==> config.mk <==
export PLATFORM = sky130hd
export DESIGN_NAME = param_sync_fifo
export DESIGN_NICKNAME = d
export VERILOG_FILES = /design/src/rtl/fifo_pkg.sv /design/src/rtl/fifo_ram.sv /design/src/rtl/param_sync_fifo.sv
export SDC_FILE = /design/constraint.sdc
export NUM_CORES = 1
export LEC_CHECK = 0
export ABC_AREA = 1
export BUFFER_PORTS_ARGS = -buffer_cell sky130_fd_sc_hd__buf_2
export CORE_MARGIN = 8
export CORE_UTILIZATION = 30
export CTS_BUF_LIST = sky130_fd_sc_hd__clkbuf_8
export DETAILED_ROUTE_END_ITERATION = 16
export GPL_ROUTABILITY_DRIVEN = 0
export SETUP_SLACK_MARGIN = 0.4
export SLEW_MARGIN = 30
export SYNTH_ARGS = -nofsm -noshare
export SYNTH_HDL_FRONTEND = slang
export SYNTH_HIERARCHICAL = 1
export SYNTH_SLANG_ARGS = --single-unit
==> constraint.sdc <==
create_clock -name clk -period 2.6 [get_ports clk]
set_input_delay 0.52 -clock clk [delete_from_list [all_inputs] [get_ports clk]]
set_output_delay 0.52 -clock clk [all_outputs]
set_load 0.05 [all_outputs]
==> src/rtl/fifo_pkg.sv <==
// fifo_pkg: shared helpers for param_sync_fifo.
//   cnt_w()     - width of count/pointers (address bits plus wrap bit)
//   is_pow2()   - power-of-two test used for DEPTH
//   params_ok() - elaboration-time legality of DEPTH and thresholds
package fifo_pkg;

  function automatic int cnt_w(input int depth);
    return $clog2(depth) + 1;
  endfunction

  function automatic bit is_pow2(input int depth);
    return (depth >= 2) && ((depth & (depth - 1)) == 0);
  endfunction

  function automatic bit params_ok(input int depth, input int afull_th,
                                   input int aempty_th);
    return is_pow2(depth) &&
           (afull_th >= 1) && (afull_th <= depth) &&
           (aempty_th >= 0) && (aempty_th <= depth - 1);
  endfunction

endpackage

==> src/rtl/fifo_ram.sv <==
// fifo_ram: simple dual-port storage, DATA_W x DEPTH.
//   clk   - clock, rising edge
//   rst_n - async active-low reset (read register only; array is not reset)
//   we    - write strobe; waddr/wdata written on the rising edge
//   re    - read strobe; rdata <= mem[raddr] on the rising edge, else holds
//   rdata - registered read data
module fifo_ram #(
  parameter int DATA_W = 8,
  parameter int DEPTH  = 16,
  parameter int AW     = $clog2(DEPTH)
) (
  input  logic              clk,
  input  logic              rst_n,
  input  logic              we,
  input  logic [AW-1:0]     waddr,
  input  logic [DATA_W-1:0] wdata,
  input  logic              re,
  input  logic [AW-1:0]     raddr,
  output logic [DATA_W-1:0] rdata
);

  logic [DATA_W-1:0] mem [DEPTH];

  always_ff @(posedge clk) begin
    if (we) mem[waddr] <= wdata;
  end

  always_ff @(posedge clk or negedge rst_n) begin
    if (!rst_n)  rdata <= '0;
    else if (re) rdata <= mem[raddr];
  end

endmodule

==> src/rtl/param_sync_fifo.sv <==
// param_sync_fifo: single-clock FIFO with occupancy, programmable
// almost-full/almost-empty, registered read data and sticky error flags.
//   clk, rst_n          - clock (rising) and async active-low reset
//   flush               - sync clear of pointers, count, data_valid, errors
//   write_en, data_in   - write request and data (dropped while full)
//   read_en             - read request (dropped while empty)
//   data_out, data_valid- read word, valid one cycle after an accepted read
//   full, empty         - count == DEPTH / count == 0
//   almost_full/_empty  - count >= AFULL_TH / count <= AEMPTY_TH
//   count               - occupancy 0..DEPTH
//   overflow, underflow - sticky: write while full / read while empty
module param_sync_fifo
  import fifo_pkg::*;
#(
  parameter int DATA_W    = 8,
  parameter int DEPTH     = 16,
  parameter int AFULL_TH  = 12,
  parameter int AEMPTY_TH = 4,
  parameter int CNT_W     = cnt_w(DEPTH)
) (
  input  logic              clk,
  input  logic              rst_n,
  input  logic              flush,
  input  logic              write_en,
  input  logic [DATA_W-1:0] data_in,
  input  logic              read_en,
  output logic [DATA_W-1:0] data_out,
  output logic              data_valid,
  output logic              full,
  output logic              empty,
  output logic              almost_full,
  output logic              almost_empty,
  output logic [CNT_W-1:0]  count,
  output logic              overflow,
  output logic              underflow
);

  localparam int AW = CNT_W - 1;
  localparam logic [CNT_W-1:0] AF_LVL = CNT_W'(AFULL_TH);
  localparam logic [CNT_W-1:0] AE_LVL = CNT_W'(AEMPTY_TH);

  if (!params_ok(DEPTH, AFULL_TH, AEMPTY_TH)) begin : g_param_err
    $error("param_sync_fifo: DEPTH must be a power of two >= 2 and thresholds in range");
  end

  logic [CNT_W-1:0] wr_ptr, rd_ptr;
  logic             wr_acc, rd_acc;

  // Occupancy falls out of the pointer difference modulo 2*DEPTH, so count
  // and the flags can never disagree within a cycle.
  always_comb begin
    count        = wr_ptr - rd_ptr;
    empty        = (wr_ptr == rd_ptr);
    full         = (wr_ptr[AW-1:0] == rd_ptr[AW-1:0]) &&
                   (wr_ptr[CNT_W-1] != rd_ptr[CNT_W-1]);
    almost_full  = (count >= AF_LVL);
    almost_empty = (count <= AE_LVL);
    wr_acc       = write_en && !full  && !flush;
    rd_acc       = read_en  && !empty && !flush;
  end

  always_ff @(posedge clk or negedge rst_n) begin
    if (!rst_n) begin
      wr_ptr     <= '0;
      rd_ptr     <= '0;
      data_valid <= 1'b0;
      overflow   <= 1'b0;
      underflow  <= 1'b0;
    end else if (flush) begin
      wr_ptr     <= '0;
      rd_ptr     <= '0;
      data_valid <= 1'b0;
      overflow   <= 1'b0;
      underflow  <= 1'b0;
    end else begin
      if (wr_acc) wr_ptr <= wr_ptr + 1'b1;
      if (rd_acc) rd_ptr <= rd_ptr + 1'b1;
      data_valid <= rd_acc;
      if (write_en && full)  overflow  <= 1'b1;
      if (read_en  && empty) underflow <= 1'b1;
    end
  end

  fifo_ram #(
    .DATA_W (DATA_W),
    .DEPTH  (DEPTH),
    .AW     (AW)
  ) u_ram (
    .clk   (clk),
    .rst_n (rst_n),
    .we    (wr_acc),
    .waddr (wr_ptr[AW-1:0]),
    .wdata (data_in),
    .re    (rd_acc),
    .raddr (rd_ptr[AW-1:0]),
    .rdata (data_out)
  );

endmodule

==> results.ini, run 1 <==
[cts]
cts.path.max_buffers=2
htreeDepth=4
insertion_delay_ns=0.44
cts_tree=built
cts_buffers=17
cts_hold_buf=0
cts_sinks=149
path_clk_slew_ns=0.09
clockRootBuffer=clkbuf_8

[synthesis]
synth_flop_cell=edfxtp_1
seq_area_frac_synth_pct=65.9
avgSynthCellArea_sq_um=10.7
ys_ff_latch=149
yosysWarnings=6
synth_edf_count=128
synth_area_sq_um=6630
synthArstFlopShare_pct=14.1
synth_cell_types=23
syn_nets=637
synthCells=617

[global_routing]
grt_use_met1_pct=14.5
grt_pass1_wl_microns=23700
gr-usage-all-layers_pct=11.5
grt_pass1_vias=4316
antenna_found_initial=0
grt_max_degree=71
grt-busiest-layer=met2
grt_util_met3_pct=1.92
grt.overflow.total=0
use_met2_pct=19.6

[sta]
hold_viol_final=0
period_minus_slack_ns=2.63
holdWs_ns=0.0250
grt_setup_unrepaired=true
setup_violations=2
max_freq_ghz=0.380
slew_headroom_pct=48.5
finalClockSkew_ns=0.0159
report.final.slew_viol_count=0
worst_slew_pin_slew_ns=0.772
fin_crit_sh_pct=101
worst_slack_ns=-0.0340

[layout]
syn_to_final_growth_pct=19.7
fin_area_sq_um=7930
multi_input_area_sq_um=2190
layout_common_cells=nand2_1 (230), edfxtp_1 (128), nand3_1 (114), buf_4 (26), buf_2 (25)
nets=689
antenna_cells=0
seqCellArea_sq_um=4370
nFillCells=2150
final_common_cell=nand2_1
drive_gt1_share_pct=21.4

[detailed_routing]
via_per_inst=4.59
final_antenna_net_count=0
remaining_drc_errors=0
wire_per_inst_microns=16.0
wl_microns=15300
first_pass_iters=4
vias=4413
first_iter_violations=274

[placement]
hpwl_microns=9590
port_buffers=32
dpl-instance-area_sq_um=7190

[die]
io_pins=33
fp.dieH_microns=165
fp-row-count=54
die_w_microns=165
die_area_sq_um=27100
core_sq_um=21800
start_util_pct=30.5

[worst_setup_path]
r2r-start=rd_ptr[0]$_DFFE_PN0P_
reg2reg_slack_ns=0.41
crit_arrival_ns=2.11
cp-end-kind=primary output
path_class=reg -> out
worst_setup_path_start_kind=flop
path_max_fanout=3
worstPathRequired_ns=2.08
rr_endpoint=u_ram/rdata[6]$_DFFE_PN0P_
r2r_cells=11

[run_status]
violations=negative setup slack
status=complete, but fails checks

[job]
maxCapViolations=0

[power]
cellPowerDensity_nw_per_um2=777
leakage_uw=0.00308
irDropWorstVdd_mv=0.276
p_total_uw=6160

[hold_path]
hold_path_class=in -> async

per-stage QoR:
stage	std cells	worst slack, ns	TNS (ns)	utilization [%]
floorplan	617	0.224	0	-
global placement	914	0.240	0	33.0
detailed placement	914	0.230	0	33.0
CTS	948	-0.0650	-0.144	35.7
global route	961	-0.142	-0.382	36.5
finish	961	-0.0340	-0.0628	36.5
sequential cells by signal, indices dropped and copies added, names as in the netlist:
signal       flops
overflow         1
rd_ptr           5
u_ram/mem      128
u_ram/rdata      8
underflow        1
data_valid       1
wr_ptr           5
synthesized netlist by cell type (3+ instances only):
cell type  count  area share (%)
a21oi_1        4            0.30
buf_2          4            0.30
buf_4          7            0.79
buf_6          9             1.5
clkbuf_8       7             1.5
dfrtp_1       21             7.9
edfxtp_1     128              58
ha_1           6             1.1
inv_1         24             1.4
inv_2          3            0.17
nand2_1      237              13
nand2_4        4            0.68
nand3_1      118             8.9
nand4_1       10            0.94
nor2_1        25             1.4
layout make-up:
| class | instances | area share [%] |
|---|---|---|
| multi-input combinational | 413 | 27.7 |
| timing repair buffer | 61 | 6.25 |
| clock inverter | 14 | 2.22 |
| tap | 280 | 4.42 |
| clock buffer | 17 | 2.95 |
| sequential | 149 | 55.1 |
| inverter | 27 | 1.34 |
kinds of logic (layout without fill, tap and decap cells):
family	Yosys count	after routing	synth area share, %
adder cells (fa/ha/maj)	7	7	1.43
buffers and inverters	55	119	5.66
flip-flops	149	149	65.9
AO/OA/AOI/OAI	4	4	0.302
AND/OR/NAND/NOR	399	399	26.3
XOR/XNOR	3	3	0.397
worst max-delay path by stage:
stage | start | to | cells after the start
after CTS | rd_ptr[0]$_DFFE_PN0P_ | almost_full | 9
after detailed placement | wr_ptr[0]$_DFFE_PN0P_ | almost_full | 10
after global routing | rd_ptr[0]$_DFFE_PN0P_ | almost_empty | 8
after floorplan | wr_ptr[0]$_DFFE_PN0P_ | almost_empty | 7
final | rd_ptr[0]$_DFFE_PN0P_ | almost_empty | 8
after global placement | wr_ptr[0]$_DFFE_PN0P_ | almost_full | 10
critical path, cell delays in order (launching register included):
cell,delay [ns]
dfrtp_2,0.43
ha_4,0.17
fa_2,0.39
buf_4,0.16
xnor2_4,0.12
nand2_1,0.08
nand3_2,0.08
nor2_4,0.10
buf_8,0.15
where the power goes:
group | internal [uW] | total, uW | switching [uW]
Clock | 958 | 1860 | 899
Combinational | 473 | 1580 | 1110
Sequential | 2680 | 2730 | 44.3
Total | 4110 | 6160 | 2050
routing by layer:
metal / part of all wire, % / vias up
li1: - / 2200
met1: 44 / 2122
met2: 52 / 78
met3: 3.3 / 13
met4: 1.1 / 0
met5: 0 / -
timing repair:
item / CTS / global route
hold endpoints to repair: 0 / 0
gates resized for setup: 26 / 13
setup buffers: 3 / 13
pin swaps: 8 / 15
setup endpoints to repair: 88 / 72
No activity file was read; power rests on OpenSTA's default activity.
==> run 2: changes to the inputs <==
- BUFFER_PORTS_ARGS: -buffer_cell sky130_fd_sc_hd__buf_2 -> not set
- DONT_BUFFER_PORTS: not set -> 1
==> run 2 against run 1 <==
The run now ends clean; count of clock-buffer cells in the layout did not move; worst setup slack improved by 0.061 ns; core utilization rose by 0.10 points; non-clock buffer count fell by 23; final cell count fell by 2.4%; register-to-register slack got worse by 0.24 ns; first-iteration DRC count rose by 47%; critical path depth did not move; sequential share of layout area fell by 0.17 points; design area rose by 0.28%; combinational power fell by 15%; die area did not move.
==> results.ini, run 2 (synthesis gave the netlist of run 1 again) <==
[die]
fp.dieH_microns=165
die_w_microns=165
core_sq_um=21800
die_area_sq_um=27100
start_util_pct=30.5
io_pins=33
fp-row-count=54

[layout]
largest_reg_flops=128
seqCellArea_sq_um=4370
syn_to_final_growth_pct=20.0
final_common_cell=nand2_1
nFillCells=2096
nets=666
layout_common_cells=nand2_1 (228), edfxtp_1 (128), nand3_1 (112), dfrtp_1 (19), buf_4 (19)
drive_gt1_share_pct=19.5
reg.largest.list=u_ram/mem x128, u_ram/rdata x8
multi_input_area_sq_um=2250
antenna_cells=0
regMostFlops=u_ram/mem

[sta]
worst_slew_pin_slew_ns=0.614
finalClockSkew_ns=0.0111
grt_setup_unrepaired=true
worst_slack_ns=0.0270
setup_violations=0
hold_viol_final=0
holdWs_ns=0.0404
period_minus_slack_ns=2.57
report.final.slew_viol_count=0
fin_crit_sh_pct=99.0
slew_headroom_pct=59.0
max_freq_ghz=0.389

[power]
cellPowerDensity_nw_per_um2=788
leakage_uw=0.00304
power_frac_clock_pct=31.1
p_switching_uw=2030
pwr-share-seq_pct=47.6
pwr-share-comb_pct=21.3
irDropWorstVdd_mv=0.292
p_int_uw=4240
p_sw_share_pct=32.4

[placement]
post-place-ws_ns=0.337
port_buffers=0
hpwl_microns=9850

[cts]
cts_buffers=17
htreeDepth=4
clockRootBuffer=clkbuf_8
cts_tree=built
cts.path.max_buffers=2
cts_sinks=149
insertion_delay_ns=0.44
path_clk_slew_ns=0.08

[global_routing]
grt_pass1_vias=4354
gr-usage-all-layers_pct=12.0
antenna_found_initial=0
grt_max_degree=71
grt_pass1_wl_microns=24500
grt.overflow.total=0

[worst_setup_path]
crit_start=rd_ptr[0]$_DFFE_PN0P_
rr_endpoint=u_ram/mem[9][2]$_DFFE_PP_
reg2reg_slack_ns=0.17
path_max_fanout=3
cp-end-kind=primary output
r2r-start=wr_ptr[1]$_DFFE_PN0P_
worstPathRequired_ns=2.08
cp-endpoint=almost_empty
worst_setup_path_start_kind=flop
crit_arrival_ns=2.05
r2r_cells=12
path_class=reg -> out

[detailed_routing]
first_pass_iters=5
remaining_drc_errors=0
wire_per_inst_microns=17.0
via_per_inst=4.71
final_antenna_net_count=0
wl_microns=15900
vias=4422
first_iter_violations=402

[hold_path]
hold_path_class=in -> async

[job]
maxCapViolations=0

[run_status]
status=finished, final reports clean

-- run 2: final cells by class --
class,count,share of cell area [%]
Clock buffer,17,2.94
Multi-Input combinational cell,413,28.3
Clock inverter,14,2.52
Sequential cell,149,55.0
Timing Repair Buffer,38,5.49
Tap cell,280,4.41
Inverter,27,1.42
-- run 2: how the worst min path moves through the flow --
stage | endpoint | slack (ns)
after floorplan | data_valid$_DFF_PN0_ | 0.22
after global placement | u_ram/rdata[5]$_DFFE_PN0P_ | 0.23
after detailed placement | u_ram/rdata[5]$_DFFE_PN0P_ | 0.23
after CTS | overflow$_DFFE_PN0P_ | 0.09
after global routing | u_ram/rdata[6]$_DFFE_PN0P_ | 0.05
final | u_ram/rdata[5]$_DFFE_PN0P_ | 0.04
-- run 2: power groups by stage --
| stage | Sequential [uW] | Combinational, uW | Clock [uW] |
|---|---|---|---|
| after global placement | 3050 | 1120 | 0 |
| after detailed placement | 3050 | 1130 | 0 |
| after global routing | 3000 | 1460 | 2070 |
| final | 2980 | 1340 | 1950 |
| after CTS | 3000 | 1260 | 1990 |
| after floorplan | 3020 | 890 | 0 |
-- run 2: worst max-delay path, cell delays in order (launching register included) --
cell and delay (ns):
dfrtp_2 0.43, ha_4 0.17, fa_2 0.34, buf_4 0.16
xnor2_4 0.13, nand2_1 0.07, nand3_2 0.08, nor2_4 0.11
buf_12 0.14
-- run 2: metal layers --
layer	global-route usage, %	wire length [microns]	up-vias
met4	4.91	216	0
met3	2.94	934	16
met5	0	0	-
met1	14.4	6530	2136
li1	-	-	2153
met2	20.4	8230	117
-- run 2: through the flow --
step / util, % / power, uW / std cells / setup TNS (ns) / instance area (sq um)
after floorplan: - / 3910 / 617 / 0 / 6850
after global placement: 32.7 / 4170 / 886 / 0 / 7110
after detailed placement: 32.7 / 4180 / 886 / 0 / 7110
after CTS: 36.0 / 6240 / 933 / -0.00604 / 7840
after global routing: 36.6 / 6530 / 938 / -0.138 / 7950
final: 36.6 / 6270 / 938 / 0 / 7950
-- run 2: what timing repair did --
action,4_1_cts,5_1_grt
setup endpoints to repair,88,144
hold endpoints to repair,21,0
pin swaps,25,13
resized for setup,31,20
hold buffers,1,0
setup buffers,15,5
==> run 3: changes to the inputs <==
- MAX_ROUTING_LAYER: not set -> met4
- SLEW_MARGIN: 30 -> 25
- TNS_END_PERCENT: not set -> 1
==> run 3 against run 2 <==
The flow now finishes with violations (negative setup slack); clock skew shrank 0.0022 ns; critical path depth shrank 1; clock power shrank 11%; sequential share of layout area grew 1.8 points; final cell count shrank 1.5%; worst setup slack lost 0.029 ns; core utilization shrank 1.2 points; wire length grew 1.7%; first-iteration DRC count shrank 11%.
==> results.ini, run 3 (synthesis gave the netlist of run 1 again) <==
[placement]
hpwl_microns=10400
port_buffers=0
dpl-instance-area_sq_um=7120

[cts]
path_clk_slew_ns=0.08
cts_tree=built
insertion_delay_ns=0.44
cts.path.max_buffers=2
clockRootBuffer=clkbuf_8
cts_buffers=17
htreeDepth=4
cts_sinks=149

[layout]
drive_gt1_share_pct=16.8
multi_input_area_sq_um=2220
antenna_cells=0
nFillCells=2171
final_common_cell=nand2_1
fin_area_sq_um=7700
regMostFlops=u_ram/mem
seqCellArea_sq_um=4370
layout_common_cells=nand2_1 (229), edfxtp_1 (128), nand3_1 (112), inv_1 (20), dfrtp_1 (20)
final_util_pct=35.4
nets=651
reg.largest.list=u_ram/mem x128, u_ram/rdata x8
largest_reg_flops=128
syn_to_final_growth_pct=16.2

[detailed_routing]
remaining_drc_errors=0
wire_per_inst_microns=17.5
via_per_inst=4.76
final_antenna_net_count=0
wl_microns=16200
vias=4401
first_pass_iters=5
first_iter_violations=357

[sta]
hold_viol_final=0
fin_crit_sh_pct=100
worst_slack_ns=-0.00206
grt_setup_unrepaired=true
worst_slew_pin_slew_ns=0.737
setup_violations=1
period_minus_slack_ns=2.60
report.final.slew_viol_count=0
finalClockSkew_ns=0.00888
max_freq_ghz=0.384
slew_headroom_pct=50.9

[die]
io_pins=33
die_w_microns=165
fp-row-count=54
die_area_sq_um=27100
fp.dieH_microns=165
start_util_pct=30.5
core_sq_um=21800

[hold_path]
hold_path_class=in -> async

[worst_setup_path]
path_class=reg -> out
crit_path_top_delay_cell=fa_2
worst_setup_path_start_kind=flop
path_max_fanout=2
cpMostUsedCell=nand2_1
worstPathRequired_ns=2.08
max_stage_delay_ns=0.54
r2r-start=wr_ptr[1]$_DFFE_PN0P_
cp-end-kind=primary output
crit_arrival_ns=2.08
worstPathCellList=ha_4 > fa_2 > nand2_1 > nand2_1 > nand3_2 > nor2_4 > buf_12
crit_start=rd_ptr[0]$_DFFE_PN0P_

[power]
leakage_uw=0.00292
irDropWorstVdd_mv=0.291
cellPowerDensity_nw_per_um2=775

[global_routing]
grt_pass1_vias=4248
antenna_found_initial=0
grt_max_degree=71
grt.overflow.total=0
gr-usage-all-layers_pct=12.6
grt_pass1_wl_microns=24600

[run_status]
violations=negative setup slack
status=complete, but fails checks

[job]
maxCapViolations=0

## run 3: per-layer routing
metal,GRT usage [%],up-vias,wire [microns]
met4,5.77,0,416
met3,2.84,25,942
met2,18.7,126,7520
met1,16.3,2126,7290
met5,-,-,0
li1,-,2124,-
## run 3: power breakdown
part           internal (uW)  switching (uW)
clock network            858             878
registers               2680             304
logic                    423             825
total                   3960            2010
## run 3: path summary, 6_finish.rpt
kind | slack (ns) | endpoint | cells past startpoint
setup / recovery | -0.002 | almost_empty | 7
hold / removal | 0.03 | data_valid$_DFF_PN0_ | 1
setup reg to reg | 0.26 | u_ram/mem[13][2]$_DFFE_PP_ | 10
hold reg to reg | 0.59 | wr_ptr[0]$_DFFE_PN0P_ | 3
max in group asynchronous | 2.19 | rd_ptr[0]$_DFFE_PN0P_ | 1
min in group clk | 0.13 | underflow$_DFFE_PN0P_ | 1
## run 3: cell type report
| type | count | area share [%] |
|---|---|---|
| timing repair buffer | 23 | 3.41 |
| clock buffer | 17 | 3.04 |
| multi-input combinational | 413 | 28.9 |
| sequential | 149 | 56.8 |
| inverter | 27 | 1.38 |
| clock inverter | 15 | 2.01 |
| tap | 280 | 4.55 |
## run 3: what timing repair did
item | in CTS | in global routing
endpoints found under the setup margin | 136 | 144
setup buffers | 3 | 1
hold buffers | 1 | 0
hold endpoints to repair | 21 | 0
resized for setup | 23 | 10
pin swaps | 9 | 26
## run 3: per-stage QoR
step / power, uW / std cells / setup slack [ns] / hold slack, ns / TNS (ns)
after detailed placement: 4210 / 887 / 0.227 / 0.226 / 0
after global placement: 4210 / 887 / 0.266 / 0.226 / 0
final: 5970 / 924 / -0.00206 / 0.0294 / -0.00206
after CTS: 6010 / 923 / -0.0182 / 0.0971 / -0.0182
after floorplan: 3910 / 617 / 0.224 / 0.224 / 0
after global routing: 6230 / 924 / -0.0754 / 0.0414 / -0.173
## run 3: worst max-delay path, delay by kind of cell (launching register included)
family	cells	cell delay, ns
buffers and inverters	1	0.14
and+or+nand+nor	4	0.36
adders and majority gates	2	0.71
DFF	1	0.43
